File: config.mk
export PLATFORM = sky130hd
export DESIGN_NAME = fir_mac_datapath
export DESIGN_NICKNAME = d
export VERILOG_FILES = /design/src/rtl/fir_pkg.sv /design/src/rtl/fir_mac_unit.sv /design/src/rtl/fir_mac_datapath.sv
export SDC_FILE = /design/constraint.sdc
export NUM_CORES = 1
export LEC_CHECK = 0
export BUFFER_PORTS_ARGS = -buffer_cell sky130_fd_sc_hd__buf_2
export CAP_MARGIN = 30
export CORE_ASPECT_RATIO = 0.9
export CORE_MARGIN = 4
export CORE_UTILIZATION = 31
export DETAILED_ROUTE_END_ITERATION = 12
export SKIP_CTS_REPAIR_TIMING = 1
export SYNTH_ARGS = -nofsm -noshare
export SYNTH_HDL_FRONTEND = slang
export SYNTH_SLANG_ARGS = --single-unit
File: constraint.sdc
create_clock -name clk -period 3.4 [get_ports clk]
set_input_delay 0.68 -clock clk [delete_from_list [all_inputs] [get_ports clk]]
set_output_delay 0.68 -clock clk [all_outputs]
set_load 0.03 [all_outputs]
File: src/rtl/fir_pkg.sv
// Shared constants for the FIR MAC datapath: widths, default taps,
// address encodings and frame geometry.
package fir_pkg;

  localparam int DATA_W_DEF = 8;
  localparam int COEF_W_DEF = 8;
  // Two extra bits cover the worst-case sum of three full-scale products.
  localparam int ACC_W_DEF  = DATA_W_DEF + COEF_W_DEF + 2;

  localparam int H0_DEF = 1;
  localparam int H1_DEF = 2;
  localparam int H2_DEF = 3;

  localparam int N_TAPS = 3;
  localparam int N_OUT  = 5;

  typedef enum logic [1:0] {
    ADDR_0    = 2'd0,
    ADDR_1    = 2'd1,
    ADDR_2    = 2'd2,
    ADDR_NONE = 2'd3
  } addr_e;

  localparam logic [2:0] IDX_LAST = 3'(N_OUT - 1);

  // Output index advances 0..N_OUT-1 and wraps for the next frame.
  function automatic logic [2:0] next_idx(input logic [2:0] idx);
    return (idx == IDX_LAST) ? 3'd0 : idx + 3'd1;
  endfunction

endpackage

File: src/rtl/fir_mac_unit.sv
// Multiply and accumulate stages: registered product with its term flags,
// then the accumulator that emits a finished sum when its last term lands.
module fir_mac_unit
  import fir_pkg::*;
#(
  parameter int DATA_W = DATA_W_DEF,
  parameter int COEF_W = COEF_W_DEF,
  parameter int ACC_W  = DATA_W + COEF_W + 2
) (
  input  logic                     clk,
  input  logic                     global_reset,
  input  logic signed [DATA_W-1:0] i_r1,
  input  logic signed [COEF_W-1:0] i_r2,
  input  logic                     i_v0,
  input  logic                     i_f0,
  input  logic                     i_load_now,
  output logic signed [ACC_W-1:0]  o_y_out,
  output logic                     o_y_valid,
  output logic [2:0]               o_y_idx
);

  localparam int P_W = DATA_W + COEF_W;

  logic signed [P_W-1:0]   r_p;
  logic                    r_v1;
  logic                    r_f1;
  logic                    r_l1;
  logic signed [ACC_W-1:0] r_acc;
  logic signed [ACC_W-1:0] r_y_out;
  logic                    r_y_valid;
  logic [2:0]              r_y_idx;

  logic signed [ACC_W-1:0] w_p_ext;
  logic signed [ACC_W-1:0] w_acc_next;

  assign w_p_ext    = {{(ACC_W - P_W){r_p[P_W-1]}}, r_p};
  // A first term restarts the sum even if the previous one never closed.
  assign w_acc_next = r_f1 ? w_p_ext : r_acc + w_p_ext;

  // Stage 1: product plus flags; a term is last when no load follows it.
  always_ff @(posedge clk) begin
    if (global_reset) begin
      r_p  <= '0;
      r_v1 <= 1'b0;
      r_f1 <= 1'b0;
      r_l1 <= 1'b0;
    end else begin
      r_p  <= P_W'(i_r1) * P_W'(i_r2);
      r_v1 <= i_v0;
      r_f1 <= i_f0;
      r_l1 <= i_v0 & ~i_load_now;
    end
  end

  // Stage 2: accumulate valid terms and publish a closed sum with its index.
  always_ff @(posedge clk) begin
    if (global_reset) begin
      r_acc     <= '0;
      r_y_out   <= '0;
      r_y_valid <= 1'b0;
      r_y_idx   <= '0;
    end else begin
      if (r_v1) r_acc <= w_acc_next;
      if (r_v1 && r_l1) begin
        r_y_out   <= w_acc_next;
        r_y_valid <= 1'b1;
        r_y_idx   <= next_idx(r_y_idx);
      end else begin
        r_y_valid <= 1'b0;
      end
    end
  end

  // The index output shows the slot of the sum currently on y_out.
  logic [2:0] r_out_idx;

  // Capture the pre-increment index alongside each published sum.
  always_ff @(posedge clk) begin
    if (global_reset) r_out_idx <= '0;
    else if (r_v1 && r_l1) r_out_idx <= r_y_idx;
  end

  assign o_y_out   = r_y_out;
  assign o_y_valid = r_y_valid;
  assign o_y_idx   = r_out_idx;

endmodule

File: src/rtl/fir_mac_datapath.sv
// FIR datapath driven by the sequencing FSM: sample RAM, coefficient ROM,
// operand registers, and the MAC unit producing y0..y4 per frame.
module fir_mac_datapath
  import fir_pkg::*;
#(
  parameter int DATA_W = DATA_W_DEF,
  parameter int COEF_W = COEF_W_DEF,
  parameter int ACC_W  = DATA_W + COEF_W + 2,
  parameter logic signed [COEF_W-1:0] H0 = COEF_W'(H0_DEF),
  parameter logic signed [COEF_W-1:0] H1 = COEF_W'(H1_DEF),
  parameter logic signed [COEF_W-1:0] H2 = COEF_W'(H2_DEF)
) (
  input  logic                     clk,
  input  logic                     global_reset,
  input  logic                     mac_reset,
  input  logic                     ld1,
  input  logic                     ld2,
  input  logic                     wr,
  input  logic [1:0]               add_ram,
  input  logic [1:0]               add_rom,
  input  logic signed [DATA_W-1:0] x_in,
  output logic signed [ACC_W-1:0]  y_out,
  output logic                     y_valid,
  output logic [2:0]               y_idx
);

  logic signed [DATA_W-1:0] r_ram [N_TAPS];
  logic signed [DATA_W-1:0] r_r1;
  logic signed [COEF_W-1:0] r_r2;
  logic                     r_v0;
  logic                     r_f0;

  logic signed [DATA_W-1:0] w_ram_rd;
  logic signed [COEF_W-1:0] w_rom_rd;
  logic                     w_load_now;

  assign w_load_now = ld1 & ld2;

  // RAM read is combinational from pre-edge contents; unmapped address reads 0.
  always_comb begin
    w_ram_rd = '0;
    case (addr_e'(add_ram))
      ADDR_0:  w_ram_rd = r_ram[0];
      ADDR_1:  w_ram_rd = r_ram[1];
      ADDR_2:  w_ram_rd = r_ram[2];
      default: w_ram_rd = '0;
    endcase
  end

  // Coefficient ROM; unmapped address reads 0.
  always_comb begin
    w_rom_rd = '0;
    case (addr_e'(add_rom))
      ADDR_0:  w_rom_rd = H0;
      ADDR_1:  w_rom_rd = H1;
      ADDR_2:  w_rom_rd = H2;
      default: w_rom_rd = '0;
    endcase
  end

  // Sample RAM writes; writes to the unmapped address are dropped.
  always_ff @(posedge clk) begin
    if (global_reset) begin
      for (int i = 0; i < N_TAPS; i++) r_ram[i] <= '0;
    end else if (wr && addr_e'(add_ram) != ADDR_NONE) begin
      r_ram[add_ram] <= x_in;
    end
  end

  // Stage 0: operand loads; only a paired load issues a term.
  always_ff @(posedge clk) begin
    if (global_reset) begin
      r_r1 <= '0;
      r_r2 <= '0;
      r_v0 <= 1'b0;
      r_f0 <= 1'b0;
    end else begin
      if (ld1) r_r1 <= w_ram_rd;
      if (ld2) r_r2 <= w_rom_rd;
      r_v0 <= w_load_now;
      r_f0 <= mac_reset & w_load_now;
    end
  end

  fir_mac_unit #(
    .DATA_W (DATA_W),
    .COEF_W (COEF_W),
    .ACC_W  (ACC_W)
  ) u_mac (
    .clk          (clk),
    .global_reset (global_reset),
    .i_r1         (r_r1),
    .i_r2         (r_r2),
    .i_v0         (r_v0),
    .i_f0         (r_f0),
    .i_load_now   (w_load_now),
    .o_y_out      (y_out),
    .o_y_valid    (y_valid),
    .o_y_idx      (y_idx)
  );

endmodule
==> Word-level counts from Yosys, hierarchy flattened <==
Memories as Yosys holds them, arrays and structs flattened.
Index checks and enable logic that the tools add are counted.
W data, S select, Z words.
{ "totals": {"n_memories": 1, "rom_bits": 0, "elab_cells": 45, "ramBits": 24, "out_inout_bits": 22, "input_bits": 18, "latch_bits": 0, "register_bits": 74} }
{ "op_classes": {"mux": 13, "magnitude_cmp": 0, "n_div": 0, "reduce_logical": 5, "bitwise": 4, "mul": 1, "addsub": 2, "eq_ne": 6, "shifts": 0} }
{ "mem_list": {"columns": ["name", "words", "width", "read_ports", "rd_ports_with_merged_regs", "wr", "line", "rtl"], "rows": [
  ["r_ram", 3, 8, 3, 0, 3, "fir_mac_datapath.sv:27", "logic signed [DATA_W-1:0] r_ram [N_TAPS];"]
]} }
{ "op_table": {"columns": ["operator", "n"], "rows": [
  ["$pmux W8 S3", 1],
  ["$add A18 B16 Y18", 1],
  ["$mux W18", 1],
  ["$mul A8 B3 Y11", 1],
  ["$mux W8", 1],
  ["$reduce_or A8 Y1", 1],
  ["$mux W1", 7],
  ["$pmux W2 S3", 1],
  ["$eq A2 B1 Y1 const B", 2],
  ["$eq A2 B2 Y1 const B", 2],
  ["$logic_not A2 Y1", 2],
  ["$add A3 B1 Y3 const B", 1],
  ["$and A1 B1 Y1", 3],
  ["$eq A3 B3 Y1 const B", 1],
  ["$mux W3", 1],
  ["$logic_and A1 B1 Y1", 2],
  ["$mux W2", 1],
  ["$ne A2 B2 Y1 const B", 1],
  ["$not A1 Y1", 1]
]} }

==> Depth between registers and ports, before layout <==
Gate-level depths: netlist of the first run.
{ "logic_depth": {"ltp_word": 7, "ltp_mapped": 11, "ltp_nobuf": 11} }

==> Hierarchy <==
A second synthesis of the first run with hierarchy kept.
{ "unflattened": {"cells_unflattened": 762, "area_unflattened_um2": 7158.1} }
{ "by_module_without_submodules": {"columns": ["mod", "cells_per_inst", "area_per_inst_um2", "seq_area_each_um2", "instances"], "rows": [
  ["fir_mac_unit", 633, 5577.8, 1241.2, 1],
  ["fir_mac_datapath", 129, 1580.3, 960.9, 1]
]} }

==> Worst setup path after synthesis of the first run <==
No wires, ideal clock.
{ "synth_path": {"kind": "register to register", "start": "register r_r2[0]", "end": "register u_mac.r_p[14]", "t_arrival_ps": 2365, "setup_time_ps": 70, "path_buffers": 0, "path_slack_ps": 965, "required_time_ps": 3330, "period_less_slack_ps": 2435, "path_stages_with_launch": 12, "path_cell_list": "dfxtp_1 -> and2_1 -> ha_1 -> ha_1 -> fa_1 -> a21o_1 -> a21o_1 -> a21o_1 -> a21o_1 -> a21oi_1 -> nand2_1 -> a21oi_1"} }
{ "synth_via": {"elab_chain_len": 1} }
{ "synth_rtl": {"columns": ["item", "line", "rtl"], "rows": [
  ["from (decl)", "fir_mac_datapath.sv:29", "logic signed [COEF_W-1:0] r_r2;"],
  ["from (signal assigned)", "fir_mac_datapath.sv:79", "if (ld2) r_r2 <= w_rom_rd;"],
  ["$mul A8 B3 Y11", "fir_mac_unit.sv:48", "r_p <= P_W'(i_r1) * P_W'(i_r2);"],
  ["to (signal assigned)", "fir_mac_unit.sv:48", null],
  ["to (decl)", "fir_mac_unit.sv:24", "logic signed [P_W-1:0] r_p;"]
]} }
No other way between the ends.
A chain may end at the register's enable or synchronous reset.

==> Worst setup path in the final report of the first run <==
Ends and elaborated chain as after synthesis.

==> results of run 1 <==
[per-stage QoR]
step | setup WS [ns] | instances | hold WS, ns
4_1_cts | 0.749 | 763 | 0.440
5_1_grt | 0.486 | 763 | 0.473
3_5_place_dp | 0.769 | 747 | 0.425
3_3_place_gp | 0.809 | 747 | 0.428
6_report | 0.771 | 763 | 0.436
2_1_floorplan | 0.965 | 526 | 0.414
[final cells by class]
type	instances	area (um^2)	area share, %
clock buffers	9	225	3.97
flip-flops and latches	93	2100	37.1
multi-input cells	399	2700	47.7
well taps	202	253	4.46
inverters	7	26.3	0.463
repair buffers	46	248	4.37
clock inverters	7	114	2.01
[path summary, 6_finish.rpt]
kind                        end  slack [ns]  cells past startpoint
setup / recovery  u_mac.r_p[14]        0.77                     11
hold reg to reg      u_mac.r_f1        0.44                      1
hold / removal       u_mac.r_f1        0.44                      1
setup reg to reg  u_mac.r_p[14]        0.77                     11
[report_power, final]
part / switching (mW) / total (mW) / internal [mW]
combinational: 0.107 / 0.179 / 0.0725
clock: 0.425 / 1.14 / 0.715
sequential: 0.0243 / 1.20 / 1.18
[cells in the mapped netlist (2+ instances only)]
| library cell | number | area share (%) |
|---|---|---|
| and3_1 | 3 | 0.38 |
| a31oi_1 | 3 | 0.38 |
| dfxtp_1 | 69 | 28 |
| nor3_1 | 7 | 0.71 |
| buf_2 | 2 | 0.20 |
| nand3b_1 | 4 | 0.61 |
| ha_1 | 37 | 9.4 |
| nor3b_1 | 2 | 0.30 |
| edfxtp_1 | 24 | 15 |
| nor4b_1 | 2 | 0.35 |
| buf_1 | 7 | 0.53 |
| a211o_1 | 2 | 0.35 |
| inv_1 | 7 | 0.53 |
| o21ai_1 | 2 | 0.20 |
| o31ai_1 | 2 | 0.30 |
| nor4bb_1 | 3 | 0.61 |
| nor2_1 | 73 | 5.6 |
| nand3_1 | 4 | 0.41 |
| nand2_1 | 33 | 2.5 |
| clkbuf_1 | 18 | 1.4 |
| xnor2_1 | 6 | 1.1 |
| a211oi_1 | 28 | 4.3 |
| o21ai_0 | 12 | 1.2 |
| mux2i_1 | 15 | 3.0 |
| o21a_1 | 6 | 0.91 |
| nand2b_1 | 6 | 0.76 |
| and2_1 | 40 | 5.1 |
| nand4b_1 | 2 | 0.35 |
| a311oi_1 | 4 | 0.71 |
| or2_2 | 4 | 0.51 |
| o22ai_1 | 2 | 0.25 |
| a21oi_1 | 42 | 4.3 |
| nor2b_1 | 10 | 1.3 |
| a21o_1 | 10 | 1.5 |
| o21bai_1 | 3 | 0.46 |
| xor2_1 | 11 | 2.0 |
| fa_1 | 2 | 0.81 |
[state kept, by name, indices dropped and copies added, names as in the netlist, 2 cells and up]
| register | flops |
|---|---|
| u_mac.r_acc | 18 |
| r_ram | 24 |
| u_mac.r_y_idx | 3 |
| r_r1 | 8 |
| r_r2 | 2 |
| u_mac.r_p | 11 |
| u_mac.o_y_out | 18 |
| u_mac.o_y_idx | 3 |
[logic make-up (layout without fill, tap and decap cells)]
| logic type | after synthesis | in the layout |
|---|---|---|
| xor+xnor | 17 | 17 |
| buf+inv | 34 | 69 |
| fa+ha+maj | 39 | 39 |
| simple gates | 200 | 200 |
| mux | 15 | 15 |
| compound gates | 128 | 128 |
| flops | 93 | 93 |
[worst max-delay path: stages (launching register included)]
cell and delay, ns:
dfxtp_1 0.44, and2_1 0.17, ha_1 0.23, ha_1 0.23
fa_1 0.41, a21o_1 0.20, a21o_1 0.19, a21o_1 0.18
a21o_1 0.20, a21oi_1 0.15, nand2_1 0.06, a21oi_1 0.11
[routing by layer]
layer	vias up	GRT usage [%]	wire length [um]
li1	1936	-	-
met1	1709	15.1	4890
met2	63	20.1	4720
met3	9	3.17	391
met4	0	3.36	125
met5	-	0	0
==> metrics.txt, run 1 <==
RR Startpoint r_r2[0]; CTS Sinks 93; area of the die 0.0180 mm^2; RSZ-0062 raised after global routing false; die height 128 um; final period utilization 77.3%; yosys warns 0; Clk Latency, worst-skew pair 0.34 ns; H-tree depth 3; DP Area 0.00533 mm^2; leakage 2.42 nW; EDFF count, synth 24; wire per inst 13.3 um; WP data required 3.67 ns; worst-path maximum fanout 9; Final Skew 0.00887 ns; Area growth, synth to finish 14.9%; ys async rst share 0%; initial antenna violation count 0; Slew Viols, Final 0; Final Hold Fails 0; Crit. Startpoint r_r2[0]; synth unique cells 56; drt pass-1 iters 5; CTS root buffer clkbuf_16; crit path DAT 2.90 ns; share of cells above drive strength 1 13.0%; Post-Syn Nets 583; most frequent cells in the layout nor2_1 (73), dfxtp_1 (69), a21oi_1 (42), and2_1 (40), buf_2 (39); mapped cell area 0.00494 mm^2; WS Path Type flop to flop; WL final 10.1 mm; nets 613; I/O pins 40; Fill cells 1563; Avg Cell Area, Syn 9.38 um^2; Worst Hold Class flop to flop; Die Wd 141 um; Layout Utilization 36.6%; Max-Cap Viols 0; initial DRC count 161; GRT Total Usage 11.9%; CTS buffer count 9; Post-DRT Antenna Nets 0; Total Neg Setup Slack 0 ns; clock period minus worst slack 2.63 ns; Final Setup Violations 0; Fmax achieved 380 MHz; mux share of post-synthesis cell area 3.04%; adder-cell share of the synthesized area 10.2%; Seq cells post-synth 93; largest net degree at the start of global routing 39; vias in the first global route 3736; HP Start r_f0; initial core utilization 31.9%; # rows 43; status finished clean; HPWL after DPL 7.45 mm; post-synthesis xor/xnor area fraction 3.02%; main combinational cell family by area after synthesis simple AND/OR/NAND/NOR gates; first-pass GRT wire length 17.7 mm; Gate Count Post-Synth 526; DRC 0; CP endpoint kind flop; routability cong. 0.806; VDD IR max 0.242 mV; via count 3717; Synth Flop Type dfxtp_1; Worst slew margin 39.8%; post-route cell area 0.00567 mm^2; crit start category flop; Congestion Overflow GR 0; CTS tree yes; core area 0.0155 mm^2; # port buffers 39; Worst Tran Pin Value 0.890 ns; area fraction in compound gates after synthesis 18.0%; register clock-pin slew on the reported worst setup and hold paths 0.06 ns; P per Cell Area 444 mW/mm^2; post-DR vias/cell 4.87; Post-Synth Simple-Gate Area 20.5%; clock buffer depth 2; sequential share of the synthesized area 42.6%; Antenna Cells 0; Pwr Total 2.52 mW; most common cell after layout, fill and taps aside nor2_1
Power figures use the tool's default switching activity.
==> run 2, diff against run 1 <==
Clock period 3.4 ns to 2.1 ns, I/O delays scaled along.
==> run 2 against run 1 <==
The run now ends with setup timing left; worst setup slack got worse by 1.0 ns; sequential cell count did not move; sequential power up 62%; global-route usage about the same; clock skew up 0.0024 ns; critical path depth unchanged; critical path type unchanged; clock power is 38% higher; core utilization rose by 4.2 points; register-to-register slack worse by 1.0 ns.
==> metrics.txt, run 2 (synthesis results as in run 1) <==
GRT Total Usage 11.9%; met1 Use GR 15.1%; Die Wd 141 um; wire per inst 13.0 um; routability cong. 0.877; Pwr Total 3.87 mW; RR Startpoint r_r1[1]; Total Neg Setup Slack -1.38 ns; Fmax achieved 427 MHz; most frequent cells in the layout nor2_1 (72), dfxtp_1 (59), buf_4 (43), buf_2 (39), and2_1 (36); P per Cell Area 612 mW/mm^2; Worst Hold Class input port to flop; first-pass GRT wire length 17.8 mm; hold path endpoint r_f0; WP data required 2.37 ns; register clock-pin slew on the reported worst setup and hold paths 0.07 ns; most common cell after layout, fill and taps aside nor2_1; routing usage on met2 20.0%; pre-CTS WS -0.234 ns; # port buffers 39; I/O pins 40; crit start category flop; worst reg-to-reg path cell count 11; largest net degree at the start of global routing 35; Slew Viols, Final 0; CTS tree yes; CTS root buffer clkbuf_16; Hold Path Depth 2; Top reg by flops r_ram; core area 0.0155 mm^2; CP endpoint kind flop; initial antenna violation count 1; Final Skew 0.0112 ns; post-route setup slack -0.241 ns; post-DR vias/cell 4.85; leakage 2.62 nW; max reg flops 24; H-tree depth 3; Post-DRT Antenna Nets 0; GR peak layer met2; Worst Tran Pin Value 0.613 ns; via count 3897; M3 GR Usage 3.54%; HPWL after DPL 7.64 mm; nets 654; clock period minus worst slack 2.34 ns; clock buffer depth 2; CTS Sinks 93; CTS buffer count 9; final period utilization 111%; DRC 0; R2R Setup Slk -0.24 ns; area of the die 0.0180 mm^2; Area growth, synth to finish 28.1%; Max-Cap Viols 0; die height 128 um; reg2reg end u_mac.r_p[14]; Congestion Overflow GR 0; initial core utilization 31.9%; crit path DAT 2.62 ns; Final Hold Fails 0; drt pass-1 iters 5; WL final 10.5 mm; share of cells above drive strength 1 27.9%; worst-path maximum fanout 3; HP Start mac_reset; failing checks setup timing; Antenna Cells 0; # rows 43; Worst slew margin 59.2%; Final Setup Violations 19; RSZ-0062 raised after global routing true; WS Path Type flop to flop; vias in the first global route 3869; status finished with violations; Clk Latency, worst-skew pair 0.35 ns; initial DRC count 173; VDD IR max 0.374 mV
[run 2: layout make-up]
type                    count  area [um^2]
fillers                  1530         9170
multi-input cells         399         3040
flip-flops and latches     93         2120
repair buffers             87          592
well taps                 202          253
clock buffers               9          225
clock inverters             7         67.6
inverters                   7         26.3
[run 2: worst max-delay path by stage]
stage / slack [ns] / to / cells after the start / startpoint
2_1_floorplan: -0.16 / u_mac.r_p[14] / 11 / r_r2[0]
3_3_place_gp: -0.21 / u_mac.r_p[14] / 11 / r_r2[0]
3_5_place_dp: -0.23 / u_mac.r_p[14] / 11 / r_r1[2]
4_1_cts: -0.25 / u_mac.r_p[14] / 11 / r_r1[2]
5_1_grt: -0.34 / u_mac.r_p[14] / 11 / r_r1[1]
6_report: -0.24 / u_mac.r_p[14] / 11 / r_r1[1]
[run 2: worst max-delay path, cell delays in order, from the launching register on]
cell and delay (ns):
dfxtp_2 0.32, and2_4 0.16, ha_4 0.24, ha_4 0.16, fa_2 0.33, a21o_1 0.19, a21o_1 0.19, a21o_1 0.16
a21o_1 0.21, a21oi_2 0.14, nand2_1 0.06, a21oi_1 0.13
[run 2: routing by layer]
metal	wire (um)	vias up
li1	-	2014
met3	456	12
met2	4950	65
met4	106	2
met5	15	-
met1	4960	1804
[run 2: power breakdown]
part           internal [mW]  total, mW  switching (mW)
clock network          0.830       1.57           0.736
logic                  0.163      0.358           0.195
registers               1.91       1.94          0.0374
[run 2: metrics by stage]
stage	hold slack [ns]	instances	util (%)	cell area, um^2
CTS	0.273	800	38.7	6000
finish	0.283	804	40.8	6320
floorplan	0.414	526	-	5010
detailed placement	0.441	784	36.8	5710
global placement	0.421	784	36.8	5710
global route	0.286	804	40.8	6320
